**config.mk**
```make
export PLATFORM = sky130hd
export DESIGN_NAME = ahb_sram_slave
export DESIGN_NICKNAME = d
export VERILOG_FILES = /design/src/rtl/ahb_pkg.sv /design/src/rtl/ahb_sram_wbuf.sv /design/src/rtl/ahb_sram_slave.sv
export SDC_FILE = /design/constraint.sdc
export NUM_CORES = 1
export LEC_CHECK = 0
export BUFFER_PORTS_ARGS = -buffer_cell sky130_fd_sc_hd__buf_2
export CORE_ASPECT_RATIO = 0.5
export CORE_MARGIN = 10
export CORE_UTILIZATION = 40
export DETAILED_ROUTE_END_ITERATION = 7
export GPL_ROUTABILITY_DRIVEN = 0
export PLACE_DENSITY = 0.8
export SYNTH_ARGS = -nofsm -noshare
export SYNTH_HDL_FRONTEND = slang
export SYNTH_SLANG_ARGS = --single-unit
```
**constraint.sdc**
```tcl
create_clock -name clk_i -period 9 [get_ports clk_i]
set_input_delay 1.8 -clock clk_i [delete_from_list [all_inputs] [get_ports clk_i]]
set_output_delay 1.8 -clock clk_i [all_outputs]
set_load 0.01 [all_outputs]
```
**src/rtl/ahb_pkg.sv**
```systemverilog
// Purpose: shared AHB-Lite encodings and the slave response FSM state type.
// Latency: n/a (constants, types and a combinational helper only).
// Backpressure: n/a.
package ahb_pkg;

    localparam logic [1:0] HTRANS_IDLE   = 2'b00;
    localparam logic [1:0] HTRANS_BUSY   = 2'b01;
    localparam logic [1:0] HTRANS_NONSEQ = 2'b10;
    localparam logic [1:0] HTRANS_SEQ    = 2'b11;

    localparam logic [2:0] HSIZE_BYTE = 3'd0;
    localparam logic [2:0] HSIZE_HALF = 3'd1;
    localparam logic [2:0] HSIZE_WORD = 3'd2;

    localparam logic HRESP_OKAY  = 1'b0;
    localparam logic HRESP_ERROR = 1'b1;

    typedef enum logic [1:0] {
        ST_OKAY = 2'd0,
        ST_ERR1 = 2'd1,
        ST_ERR2 = 2'd2
    } resp_state_t;

    // Little-endian lane enables. Illegal sizes fall through to a full word;
    // such transfers are errored and never reach the SRAM.
    function automatic logic [3:0] size_to_be(input logic [2:0] size, input logic [1:0] a);
        logic [3:0] be;
        case (size)
            HSIZE_BYTE: be = 4'b0001 << a;
            HSIZE_HALF: be = 4'b0011 << a;
            default:    be = 4'b1111;
        endcase
        return be;
    endfunction

endpackage

```
**src/rtl/ahb_sram_wbuf.sv**
```systemverilog
// Purpose: one-entry write buffer with opportunistic drain and byte-merge read forwarding.
// Latency: load visible to forwarding next cycle; drain issued the first cycle the SRAM port is free.
// Backpressure: none; the slave guarantees the entry is empty whenever a new load can arrive.
// Ports: load_* capture a deferred write; port_busy marks cycles the SRAM port is taken;
//        drain_vld/buf_* present the drain access; rd_addr/rd_raw_dat in, rd_dat merged out.
module ahb_sram_wbuf #(
    parameter int AW = 12
) (
    input  logic          clk_i,
    input  logic          rst_i,
    input  logic          load_vld,
    input  logic [AW-1:0] load_addr,
    input  logic [3:0]    load_be,
    input  logic [31:0]   load_dat,
    input  logic          port_busy,
    output logic          drain_vld,
    output logic          buf_vld,
    output logic [AW-1:0] buf_addr,
    output logic [3:0]    buf_be,
    output logic [31:0]   buf_dat,
    input  logic [AW-1:0] rd_addr,
    input  logic [31:0]   rd_raw_dat,
    output logic [31:0]   rd_dat
);

    // Held off during reset so a pending entry is discarded, never written.
    assign drain_vld = buf_vld & ~port_busy & ~rst_i;

    always_ff @(posedge clk_i) begin
        if (rst_i) begin
            buf_vld <= 1'b0;
        end else if (load_vld) begin
            buf_vld <= 1'b1;
        end else if (drain_vld) begin
            buf_vld <= 1'b0;
        end
    end

    always_ff @(posedge clk_i) begin
        if (load_vld) begin
            buf_addr <= load_addr;
            buf_be   <= load_be;
            buf_dat  <= load_dat;
        end
    end

    // The SRAM read raced the buffered write, so newer bytes come from the buffer.
    always_comb begin
        rd_dat = rd_raw_dat;
        for (int i = 0; i < 4; i++) begin
            if (buf_vld && (buf_addr == rd_addr) && buf_be[i]) begin
                rd_dat[8*i +: 8] = buf_dat[8*i +: 8];
            end
        end
    end

endmodule

```
**src/rtl/ahb_sram_slave.sv**
```systemverilog
// Purpose: AHB-Lite slave onto a 1-cycle-latency single-port SRAM; ERROR for illegal transfers.
// Latency: zero wait states for OKAY transfers; two-cycle ERROR response otherwise.
// Backpressure: HREADYOUT_O low only in the first ERROR cycle; write/read port clash absorbed by a one-entry buffer.
// Ports: AHB-Lite slave side (HSEL_I..HRESP_O) and SRAM side (mem_cs_o..mem_rdata_i).
module ahb_sram_slave
    import ahb_pkg::*;
#(
    parameter int          ADDR_BITS = 14,
    parameter logic [31:0] BASE_ADDR = 32'h0000_0000
) (
    input  logic                 clk_i,
    input  logic                 rst_i,
    input  logic                 HSEL_I,
    input  logic [31:0]          HADDR_I,
    input  logic [1:0]           HTRANS_I,
    input  logic [2:0]           HSIZE_I,
    input  logic                 HWRITE_I,
    input  logic [31:0]          HWDATA_I,
    input  logic                 HREADY_I,
    output logic                 HREADYOUT_O,
    output logic [31:0]          HRDATA_O,
    output logic                 HRESP_O,
    output logic                 mem_cs_o,
    output logic                 mem_we_o,
    output logic [3:0]           mem_be_o,
    output logic [ADDR_BITS-3:0] mem_addr_o,
    output logic [31:0]          mem_wdata_o,
    input  logic [31:0]          mem_rdata_i
);

    localparam int AW = ADDR_BITS - 2;

    logic          trans_act, acc, acc_err, rd_acc, wr_acc;
    logic [3:0]    ap_be;
    logic          dp_rd, dp_wr;
    logic [AW-1:0] dp_addr;
    logic [3:0]    dp_be;
    resp_state_t   state, state_nxt;
    logic          drain_vld, buf_vld;
    logic [AW-1:0] buf_addr;
    logic [3:0]    buf_be;
    logic [31:0]   buf_dat, fwd_dat;

    // ---------------- address phase ----------------
    assign trans_act = !((HTRANS_I == HTRANS_IDLE) || (HTRANS_I == HTRANS_BUSY));
    assign acc       = HSEL_I & HREADY_I & trans_act & ~rst_i;
    assign acc_err   = acc & ((HSIZE_I > HSIZE_WORD)
                           | ((HSIZE_I == HSIZE_HALF) & HADDR_I[0])
                           | ((HSIZE_I == HSIZE_WORD) & (HADDR_I[1:0] != 2'b00))
                           | (HADDR_I[31:ADDR_BITS] != BASE_ADDR[31:ADDR_BITS]));
    assign rd_acc    = acc & ~acc_err & ~HWRITE_I;
    assign wr_acc    = acc & ~acc_err &  HWRITE_I;
    assign ap_be     = size_to_be(HSIZE_I, HADDR_I[1:0]);

    // ---------------- data phase registers ----------------
    always_ff @(posedge clk_i) begin
        if (rst_i) begin
            dp_rd <= 1'b0;
            dp_wr <= 1'b0;
        end else begin
            dp_rd <= rd_acc;
            dp_wr <= wr_acc;
        end
    end

    always_ff @(posedge clk_i) begin
        if (acc) begin
            dp_addr <= HADDR_I[ADDR_BITS-1:2];
            dp_be   <= ap_be;
        end
    end

    // ---------------- response FSM ----------------
    always_ff @(posedge clk_i) begin
        if (rst_i) state <= ST_OKAY;
        else       state <= state_nxt;
    end

    always_comb begin
        state_nxt   = ST_OKAY;
        HREADYOUT_O = 1'b1;
        HRESP_O     = HRESP_OKAY;
        case (state)
            ST_OKAY: begin
                if (acc_err) state_nxt = ST_ERR1;
            end
            ST_ERR1: begin
                state_nxt   = ST_ERR2;
                HREADYOUT_O = 1'b0;
                HRESP_O     = HRESP_ERROR;
            end
            ST_ERR2: begin
                HRESP_O = HRESP_ERROR;
                if (acc_err) state_nxt = ST_ERR1;
            end
            default: state_nxt = ST_OKAY;
        endcase
    end

    // ---------------- write buffer ----------------
    // A write data phase defers to the buffer only when a read address phase owns the port.
    ahb_sram_wbuf #(.AW(AW)) u_wbuf (
        .clk_i      (clk_i),
        .rst_i      (rst_i),
        .load_vld   (dp_wr & rd_acc),
        .load_addr  (dp_addr),
        .load_be    (dp_be),
        .load_dat   (HWDATA_I),
        .port_busy  (rd_acc | dp_wr),
        .drain_vld  (drain_vld),
        .buf_vld    (buf_vld),
        .buf_addr   (buf_addr),
        .buf_be     (buf_be),
        .buf_dat    (buf_dat),
        .rd_addr    (dp_addr),
        .rd_raw_dat (mem_rdata_i),
        .rd_dat     (fwd_dat)
    );

    assign HRDATA_O = dp_rd ? fwd_dat : 32'h0;

    // ---------------- SRAM port: read > direct write > drain ----------------
    always_comb begin
        mem_cs_o    = 1'b0;
        mem_we_o    = 1'b0;
        mem_be_o    = 4'b0000;
        mem_addr_o  = '0;
        mem_wdata_o = 32'h0;
        if (rd_acc) begin
            mem_cs_o   = 1'b1;
            mem_be_o   = ap_be;
            mem_addr_o = HADDR_I[ADDR_BITS-1:2];
        end else if (dp_wr) begin
            mem_cs_o    = 1'b1;
            mem_we_o    = 1'b1;
            mem_be_o    = dp_be;
            mem_addr_o  = dp_addr;
            mem_wdata_o = HWDATA_I;
        end else if (drain_vld) begin
            mem_cs_o    = 1'b1;
            mem_we_o    = 1'b1;
            mem_be_o    = buf_be;
            mem_addr_o  = buf_addr;
            mem_wdata_o = buf_dat;
        end
    end

    // A write's own address phase always frees the port, so the buffer is empty here.
    a_wbuf_empty_at_write: assert property (@(posedge clk_i) disable iff (rst_i) dp_wr |-> !buf_vld);

endmodule

```
---- After elaboration in Yosys (flattened, before gate mapping) ----
Index checks and enable logic that the tools add are counted.
storage, ports and cells
  logic and storage cells ................. 78
  register bits after elaboration ......... 69
  input bits .............................. 106
operators by class
  bitwise operators ....................... 20
  magnitude comparators ................... 1
  mux-type cells .......................... 25
  eq/ne operators ......................... 6
  reduce and logical (&&, ||, !) cells .... 15
  shift operators ......................... 2
operators with widths
  kind                 count
  $mux 32              4
  $mux 12              3
  $mux 8               4
  $reduce_bool 18->1   1
  $and 1x1->1          12
  $eq 12x12->1         1
  $mux 4               3
  $mux 1               9
  $pmux 4 s2           1
  $logic_and 1x1->1    5
  $eq 2x1->1 const B   2
  $logic_not 2->1      2
  $not 1->1            4
  $or 1x1->1           4
  $pmux 2 s2           1
  $reduce_bool 2->1    2
  $reduce_or 2->1      2
  $shl 1x2->4 const A  1
  $shl 2x2->4 const A  1
  $eq 3x1->1 const B   1
  $eq 3x2->1 const B   1
  $gt 3x2->1 const B   1
  $logic_not 3->1      1
  $eq 2x2->1 const B   1
  2 further kinds      2

---- Depth between registers and ports, before layout ----
Gate-level depths: netlist (run 1).
  word-level depth ........................ 16
  depth in mapped cells ................... 8

---- Hierarchy ----
A second synthesis (run 1) with hierarchy kept.
second synthesis, totals
  cell total of the unflattened synthesis .. 319
  area, all modules ....................... 3945.0 um^2
by module, submodules not included
  module          sequential area each (um^2)  cells an instance  instances  area an instance (um^2)
  ahb_sram_wbuf   1461.4                       110                1          2044.5
  ahb_sram_slave  560.5                        209                1          1900.6

---- Worst setup path before layout (run 1) ----
Ideal clock, no wire load.
  path kind ............................... input -> output
  from .................................... input port rst_i
  to ...................................... output port mem_addr_o[10]
  buffers on the path ..................... 3
  stages .................................. 7
  arrival time ............................ 3.546 ns
  required time ........................... 7.200 ns
  setup slack ............................. 3.654 ns
  path through ............................ and4b_1 > clkbuf_1 > nor2b_1 > and3_1 > buf_6 > buf_12 > mux2_4
on the way
  cells in the longest elaborated chain, start to end .. 13
RTL lines
  what                        RTL line               RTL
  from (decl)                 ahb_sram_slave.sv:12   input logic rst_i,
  $not 1->1 *                 ahb_sram_slave.sv:46   assign acc = HSEL_I & HREADY_I & trans_act & ~rst_i;
  $and 1x1->1 *               ahb_sram_slave.sv:46
  via acc                     ahb_sram_slave.sv:33   logic trans_act, acc, acc_err, rd_acc, wr_acc;
  $and 1x1->1                 ahb_sram_slave.sv:47   assign acc_err = acc & ((HSIZE_I > HSIZE_WORD)
  $not 1->1                   ahb_sram_slave.sv:51   assign rd_acc = acc & ~acc_err & ~HWRITE_I;
  $and 1x1->1 * (2 in a row)  ahb_sram_slave.sv:51
  $or 1x1->1                  ahb_sram_slave.sv:109  .port_busy (rd_acc | dp_wr),
  $not 1->1                   ahb_sram_wbuf.sv:27    assign drain_vld = buf_vld & ~port_busy & ~rst_i;
  $and 1x1->1 (2 in a row)    ahb_sram_wbuf.sv:27
  $mux 12                     ahb_sram_slave.sv:139  end else if (drain_vld) begin
  $mux 12                     ahb_sram_slave.sv:133  end else if (dp_wr) begin
  $mux 12 *                   ahb_sram_slave.sv:129  if (rd_acc) begin
  to (decl)                   ahb_sram_slave.sv:26   output logic [ADDR_BITS-3:0] mem_addr_o,
The timed path passes the listed nets; every way through them passes the cells marked *.

---- Final worst setup path (run 1) ----
  from .................................... input port rst_i
  to ...................................... output port mem_be_o[3]
on the way
  cells in the longest elaborated chain, start to end .. 13
RTL lines
  what                      RTL line                                   RTL
  $not 1->1 *               ahb_sram_wbuf.sv:27, ahb_sram_slave.sv:46
  $and 1x1->1               ahb_sram_slave.sv:46
  $and 1x1->1               ahb_sram_slave.sv:47
  $not 1->1                 ahb_sram_slave.sv:51
  $and 1x1->1 (2 in a row)  ahb_sram_slave.sv:51
  $or 1x1->1                ahb_sram_slave.sv:109
  $not 1->1                 ahb_sram_wbuf.sv:27
  $and 1x1->1 (2 in a row)  ahb_sram_wbuf.sv:27
  $mux 4                    ahb_sram_slave.sv:139
  $mux 4                    ahb_sram_slave.sv:133
  $mux 4 *                  ahb_sram_slave.sv:129
  to (decl)                 ahb_sram_slave.sv:25                       output logic [3:0] mem_be_o,
Every way passes the cells marked *; elsewhere a longest branch is shown, timed or not.

==> key figures, run 1 <==
Critical path
  • Setup Crit Path Kind: input pin to output port
  • Critical path peak fanout: 51
  • Worst r2r path cells: 1
  • RR Startpoint: dp_wr
  • R2R Setup Slk: about 6200 ps
  • Reg2Reg Capture Point: u_wbuf.buf_dat[23]
  • CP max-delay cell: and3_2
  • Critical Path Max Stage Delay: between 1000 and 1500 ps
  • Critical Path AT: about 4600 ps
  • Crit. End Element: output port
  • Worst Setup Start Kind: input pin
  • Cell with the most instances on the worst path: buf_2
  • Req. time, crit path: approximately 7000 ps
  • Crit-path cells: buf_2 -> and4b_1 -> nor2b_1 -> and3_2 -> mux2_2 -> buf_2

Power and ir drop
  • Max VDD drop: 85.5 uV
  • Power after layout: between 0.0007 and 0.0008 W
  • Leakage: roughly 2.3 nW
  • Pwr dens: between 100 and 150 nW/um^2

Global routing
  • Vias in the first global route: 3385
  • Gr ovfl total: 0
  • Largest net degree at the start of global routing: 65
  • First-pass GRT wire length: between 15000 and 20000 um
  • Initial antenna violation count: 4
  • Total Routing Usage GR: 15.6%

Timing
  • Fmax: around 160 MHz
  • Setup TNS: 0 ps
  • Fin crit period: roughly 6400 ps
  • Max-slew violation count: 0
  • Count of final hold-check violations: 0
  • Unrepaired setup endpoints after global routing: no
  • Worst slew margin: between 10% and 20%
  • Crit share post-route: 71.5%
  • Worst-margin pin slew: roughly 1200 ps
  • Hold WS: approximately 450 ps
  • Setup violations, final: 0
  • Clock skew: 5.14 ps

Synthesis
  • Most numerous cell in the Yosys netlist: nand2_1
  • Mapped Cells: 357
  • Cell taking the most area after synthesis: edfxtp_1
  • Yosys warns: 0
  • Top cells by count, synth: 68 x nand2_1, 64 x edfxtp_1, 40 x nor2_1, 33 x a22oi_1, 32 x mux2i_1
  • Area share of the largest cell type after synthesis: around half
  • Syn Area/Cell: ~11 sq um
  • Post-Syn Area: ~4000 sq um
  • Post-synth EDFFs: 64
  • Synth unique cells: 35
  • Async SR Flop Fraction: 0%
  • Post-synthesis sequential area ratio: about half
  • Yosys reg bits: roughly 70
  • Top_reg_cell synth: edfxtp_1
  • Top cells by area, synth: edfxtp_1 48%, mux2i_1 8.0%, nand2_1 6.4%, a22oi_1 6.2%, mux2_4 4.1%
  • Net Count, Synth: between 400 and 500

Detailed routing
  • DRT iter0 DRCs: roughly 330
  • Drt pass-1 iters: 5
  • Wirelength per Cell: 17.9 um
  • Vias: approximately 3400
  • Post-Route WL: 12100 um
  • Residual DRC: 0
  • Number of antenna-violating nets in the routed design: 0
  • Vias per cell: 5.07

Job
  • Max Cap Viol: 0

Die
  • Die ar.: ~15000 sq um
  • IO Count: 190
  • Die width: roughly 160 um
  • DIE HEIGHT: slightly above 90 um
  • Initial Util: 41.7%
  • Rows: 25
  • Core ar.: around 9600 sq um

CTS
  • Clock slew at reported path FFs: approximately 60 ps
  • Root buffer cell: clkbuf_16
  • CTS H-tree lvls: 3
  • Clk_lat worst skew: 330 ps
  • TritonCTS buffer count: 9
  • Total clock sinks: 69
  • Post-CTS setup buffers: 0
  • Post-CTS sizing: 0
  • CTS tree: yes
  • CTS Hold Bufs: 0
  • Max clock buf depth: 2

Placed design
  • Detailed placer's ending HPWL: 8790 um
  • Port Buf Inserts: between 150 and 200

Status
  • Status: finished clean

Finish
  • Final core occ: between 50% and 60%
  • Final-stage net count: roughly 640
  • Share of cells above drive strength 1: between 40% and 50%
  • Syn-to-layout area delta: 32.7%

Hold path
  • Hold WC Path Type: flop to flop
  • Hold Startpoint: dp_be[1]
  • WHS Path Cells: 0
  • WHS Endpoint: u_wbuf.buf_be[1]
==> routing by layer <==
layer	track usage [%]	vias to the layer above	share of wire [%]
met5	0	-	0.058
met4	5.72	2	1.4
met3	5.51	18	7.1
met2	27.9	116	53
met1	16.6	1618	39
li1	-	1667	-
==> area by class of cell <==
| type | count | area [sq um] |
|---|---|---|
| Tap cell | 135 | 169 |
| Inverter | 3 | 11.3 |
| Clock inverter | 7 | 98.8 |
| Antenna cell | 4 | 10.0 |
| Clock buffer | 9 | 225 |
| Sequential cell | 69 | 2020 |
| Multi-Input combinational cell | 260 | 1830 |
| Timing Repair Buffer | 188 | 941 |
| Fill cell | 864 | 4290 |
==> how the worst max path moves through the flow <==
stage	to	slack, ps	from
after floorplan	mem_addr_o[10]	3650	rst_i
after global placement	mem_be_o[3]	2550	rst_i
after detailed placement	mem_be_o[3]	2510	rst_i
after CTS	mem_be_o[3]	2520	rst_i
after global routing	mem_be_o[3]	2320	rst_i
final	mem_be_o[3]	2570	rst_i
==> report_power, final <==
group | internal, W | total [W] | switching [W]
combinational | 0.0000189 | 0.0000339 | 0.0000150
sequential | 0.000352 | 0.000354 | 0.00000202
clock | 0.000244 | 0.000381 | 0.000138
total | 0.000615 | 0.000770 | 0.000155
==> worst max-delay path, delay by kind of cell <==
family,cells,cell delay [ps]
AND/OR/NAND/NOR,3,2120
buffers and inverters,2,260
multiplexers,1,430
==> logic make-up after synthesis <==
| family | count (synthesis) | synth area share (%) |
|---|---|---|
| flops | 69 | 50.5 |
| compound gates | 56 | 10.8 |
| xor+xnor | 12 | 2.63 |
| buf+inv | 28 | 3.97 |
| mux | 47 | 13.3 |
| fa+ha+maj | 5 | 1.56 |
| simple gates | 140 | 17.3 |
==> flip-flops by register name (all words and copies together) (netlist names) <==
signal           cells
u_wbuf.buf_dat      32
dp_addr             12
u_wbuf.buf_addr     12
dp_be                4
u_wbuf.buf_be        4
state                2
dp_rd                1
dp_wr                1
u_wbuf.buf_vld       1
==> cells in the final DEF, fill, tap and decap left out, types with 2 or more instances in the layout <==
| cell | instances |
|---|---|
| buf_2 | 188 |
| nand2_1 | 68 |
| edfxtp_1 | 64 |
| nor2_1 | 39 |
| a22oi_1 | 33 |
| mux2i_1 | 32 |
| a22o_1 | 15 |
| xnor2_1 | 12 |
| mux2_4 | 11 |
| clkbuf_16 | 9 |
| o21ai_0 | 5 |
| ha_1 | 5 |
| diode_2 | 4 |
| nor4_1 | 4 |
| mux2_2 | 4 |
| nand3_1 | 4 |
| nor4_4 | 4 |
| inv_1 | 3 |
| nand2b_1 | 3 |
| nor2b_1 | 3 |
| dfxtp_1 | 3 |
| nand4_2 | 2 |
| bufinv_16 | 2 |
| clkinv_4 | 2 |
| dfxtp_2 | 2 |
==> through the flow <==
step	std cells	setup WS, ps	cell area, sq um
floorplan	357	3650	4000
global placement	655	2550	4980
detailed placement	655	2510	4980
CTS	671	2520	5300
global route	673	2320	5310
finish	675	2570	5310
No activity file was read; power rests on OpenSTA's default activity.
==> run 2: changes to the inputs <==
--- a/config.mk
+++ b/config.mk
@@ -11,7 +11,7 @@
 export CORE_UTILIZATION = 40
 export DETAILED_ROUTE_END_ITERATION = 7
 export GPL_ROUTABILITY_DRIVEN = 0
-export PLACE_DENSITY = 0.8
+export PLACE_DENSITY = 0.82
 export SYNTH_ARGS = -nofsm -noshare
 export SYNTH_HDL_FRONTEND = slang
 export SYNTH_SLANG_ARGS = --single-unit
==> constraint.sdc (replaced) <==
create_clock -name clk_i -period 5.8 [get_ports clk_i]
set_input_delay 1.16 -clock clk_i [delete_from_list [all_inputs] [get_ports clk_i]]
set_output_delay 1.16 -clock clk_i [all_outputs]
set_load 0.01 [all_outputs]
==> key figures, run 2 (synthesized netlist as in run 1, its figures left out) <==
Hold path
  • Hold WC Path Type: flop to flop (unchanged)
  • Hold Startpoint: dp_be[0] (was dp_be[1])
  • WHS Endpoint: u_wbuf.buf_be[0] (was u_wbuf.buf_be[1])
  • WHS Path Cells: 0 (unchanged)

Critical path
  • Worst r2r path cells: 2 (was 1)
  • R2R Setup Slk: 3240 ps (was 6240 ps)
  • Crit. End Element: output port (unchanged)
  • RR Startpoint: dp_wr (unchanged)
  • Req. time, crit path: 4640 ps (was 7200 ps)
  • Reg2Reg Capture Point: u_wbuf.buf_dat[20] (was u_wbuf.buf_dat[23])
  • Worst Setup Start Kind: input pin (unchanged)
  • Critical Path AT: 3450 ps (was 4630 ps)
  • Critical path peak fanout: 28 (was 51)
  • Setup Crit Path Kind: input pin to output port (unchanged)

Power and ir drop
  • Max VDD drop: 151 uV (was 85.5 uV)
  • Leakage: 2.28 nW (was 2.27 nW)
  • Pwr dens: 221 nW/um^2 (was 145 nW/um^2)
  • Power after layout: 0.00117 W (was 0.000770 W)

Die
  • Initial Util: 41.7% (unchanged)
  • Core ar.: 9600 sq um (unchanged)
  • Die ar.: 14600 sq um (unchanged)
  • DIE HEIGHT: 90.7 um (unchanged)
  • Rows: 25 (unchanged)
  • Die width: 161 um (unchanged)
  • IO Count: 190 (unchanged)

Finish
  • Design Area, Final: 5310 sq um (about the same)
  • Max reg flops: 32 (unchanged)
  • Top reg by flops: u_wbuf.buf_dat (unchanged)
  • Most common cell after layout, fill and taps aside: buf_2 (unchanged)
  • Syn-to-layout area delta: 32.6% (was 32.7%)
  • Diodes inserted: 0 (was 4)
  • Multi-input gate area: 1830 sq um (unchanged)
  • Final-stage net count: 645 (was 642)
  • Share of cells above drive strength 1: 42.7% (was 43.1%)
  • # fillers: 855 (was 864)
  • Reg area: 2020 sq um (unchanged)
  • Largest regs: u_wbuf.buf_dat (32), dp_addr (12), u_wbuf.buf_addr (12) (unchanged)
  • Most frequent cells in the layout: 188 x buf_2, 68 x nand2_1, 64 x edfxtp_1 (unchanged)

CTS
  • Root buffer cell: clkbuf_16 (unchanged)
  • Clk_lat worst skew: 330 ps (about the same)
  • Clock slew at reported path FFs: 50 ps (was 60 ps)
  • Post-CTS sizing: 0 (unchanged)
  • CTS Hold Bufs: 0 (unchanged)
  • TritonCTS buffer count: 9 (unchanged)
  • Post-CTS setup buffers: 0 (unchanged)
  • CTS H-tree lvls: 3 (unchanged)
  • CTS tree: yes (unchanged)
  • Total clock sinks: 69 (unchanged)
  • Max clock buf depth: 2 (unchanged)

Detailed routing
  • Residual DRC: 0 (unchanged)
  • Wirelength per Cell: 18.2 um (was 17.9 um)
  • Vias: 3465 (was 3421)
  • Number of antenna-violating nets in the routed design: 0 (unchanged)
  • DRT iter0 DRCs: 281 (was 333)
  • Drt pass-1 iters: 6 (was 5)
  • Post-Route WL: 12300 um (was 12100 um)
  • Vias per cell: 5.14 (was 5.07)

Timing
  • Clock skew: 5.92 ps (was 5.14 ps)
  • Fmax: approximately 220 MHz
  • Worst slew margin: 21.7% (was 17.3%)
  • Fin crit period: approximately 4600 ps
  • Setup TNS: 0 ps (unchanged)
  • Unrepaired setup endpoints after global routing: no (unchanged)
  • Hold WS: 456 ps (was 450 ps)
  • Setup violations, final: 0 (unchanged)
  • Count of final hold-check violations: 0 (unchanged)
  • Worst-margin pin slew: 1170 ps (was 1240 ps)
  • Max-slew violation count: 0 (unchanged)
  • Crit share post-route: approximately 80%

Global routing
  • Gr ovfl total: 0 (unchanged)
  • Vias in the first global route: 3586 (was 3385)
  • First-pass GRT wire length: 18800 um (was 18400 um)
  • Initial antenna violation count: 0 (was 4)
  • Largest net degree at the start of global routing: 65 (unchanged)
  • Total Routing Usage GR: 15.8% (was 15.6%)

Placed design
  • DP Area: 5000 sq um (was 4980 sq um)
  • Detailed placer's ending HPWL: 9160 um (was 8790 um)
  • Port Buf Inserts: 188 (unchanged)

Job
  • Max Cap Viol: 0 (unchanged)

Status
  • Status: finished clean (unchanged)
## run 2: cell types whose count changed in the layout (fill, tap and decap cells not counted), sizes merged
cell      change
diode         -4
buf           +3
clkbuf        +3
clkinv        -1
clkinvlp      -1
inv           -1
## run 2: worst max-delay path, stage by stage
cell,delay [ps]
buf_2,130
and4b_1,250
buf_4,270
nor2b_1,220
and3_2,700
buf_4,400
nand2b_1,140
buf_2,130
## run 2: metrics by stage
step,utilization (%),cells,worst slack (ps)
6_report,55.3,674,1190
2_1_floorplan,-,357,1730
3_5_place_dp,52.1,658,1180
4_1_cts,55.3,674,1180
3_3_place_gp,52.1,658,1250
5_1_grt,55.3,674,1040
## run 2: layout make-up
type | instances | area share (%)
clock buffers | 12 | 4.46
clock inverters | 4 | 1.37
inverters | 3 | 0.212
multi-input cells | 260 | 34.5
well taps | 135 | 3.18
repair buffers | 191 | 18.2
flip-flops and latches | 69 | 38.1
## run 2: worst max path at each step
stage               start             end  slack, ps  depth (start not counted)
floorplan           rst_i  mem_addr_o[10]       1730                          7
global placement    rst_i        mem_cs_o       1250                          8
detailed placement  rst_i        mem_cs_o       1180                          8
CTS                 rst_i        mem_cs_o       1180                          8
global route        rst_i        mem_cs_o       1040                          8
finish              rst_i        mem_cs_o       1190                          8
## run 2: metal layers
layer | wire (um) | part of all wire [%] | up-vias | track usage (%)
met4 | 213 | 1.7 | 0 | 4.82
met3 | 816 | 6.6 | 17 | 5.28
met2 | 6310 | 51 | 127 | 28.5
met1 | 4960 | 40 | 1651 | 17.2
li1 | - | - | 1670 | -
met5 | 0 | 0 | - | 0
## run 2: report_power, final
| part | switching, W | total (W) | internal, W |
|---|---|---|---|
| Combinational | 0.0000240 | 0.0000535 | 0.0000296 |
| Clock | 0.000192 | 0.000568 | 0.000376 |
| Sequential | 0.00000304 | 0.000550 | 0.000547 |
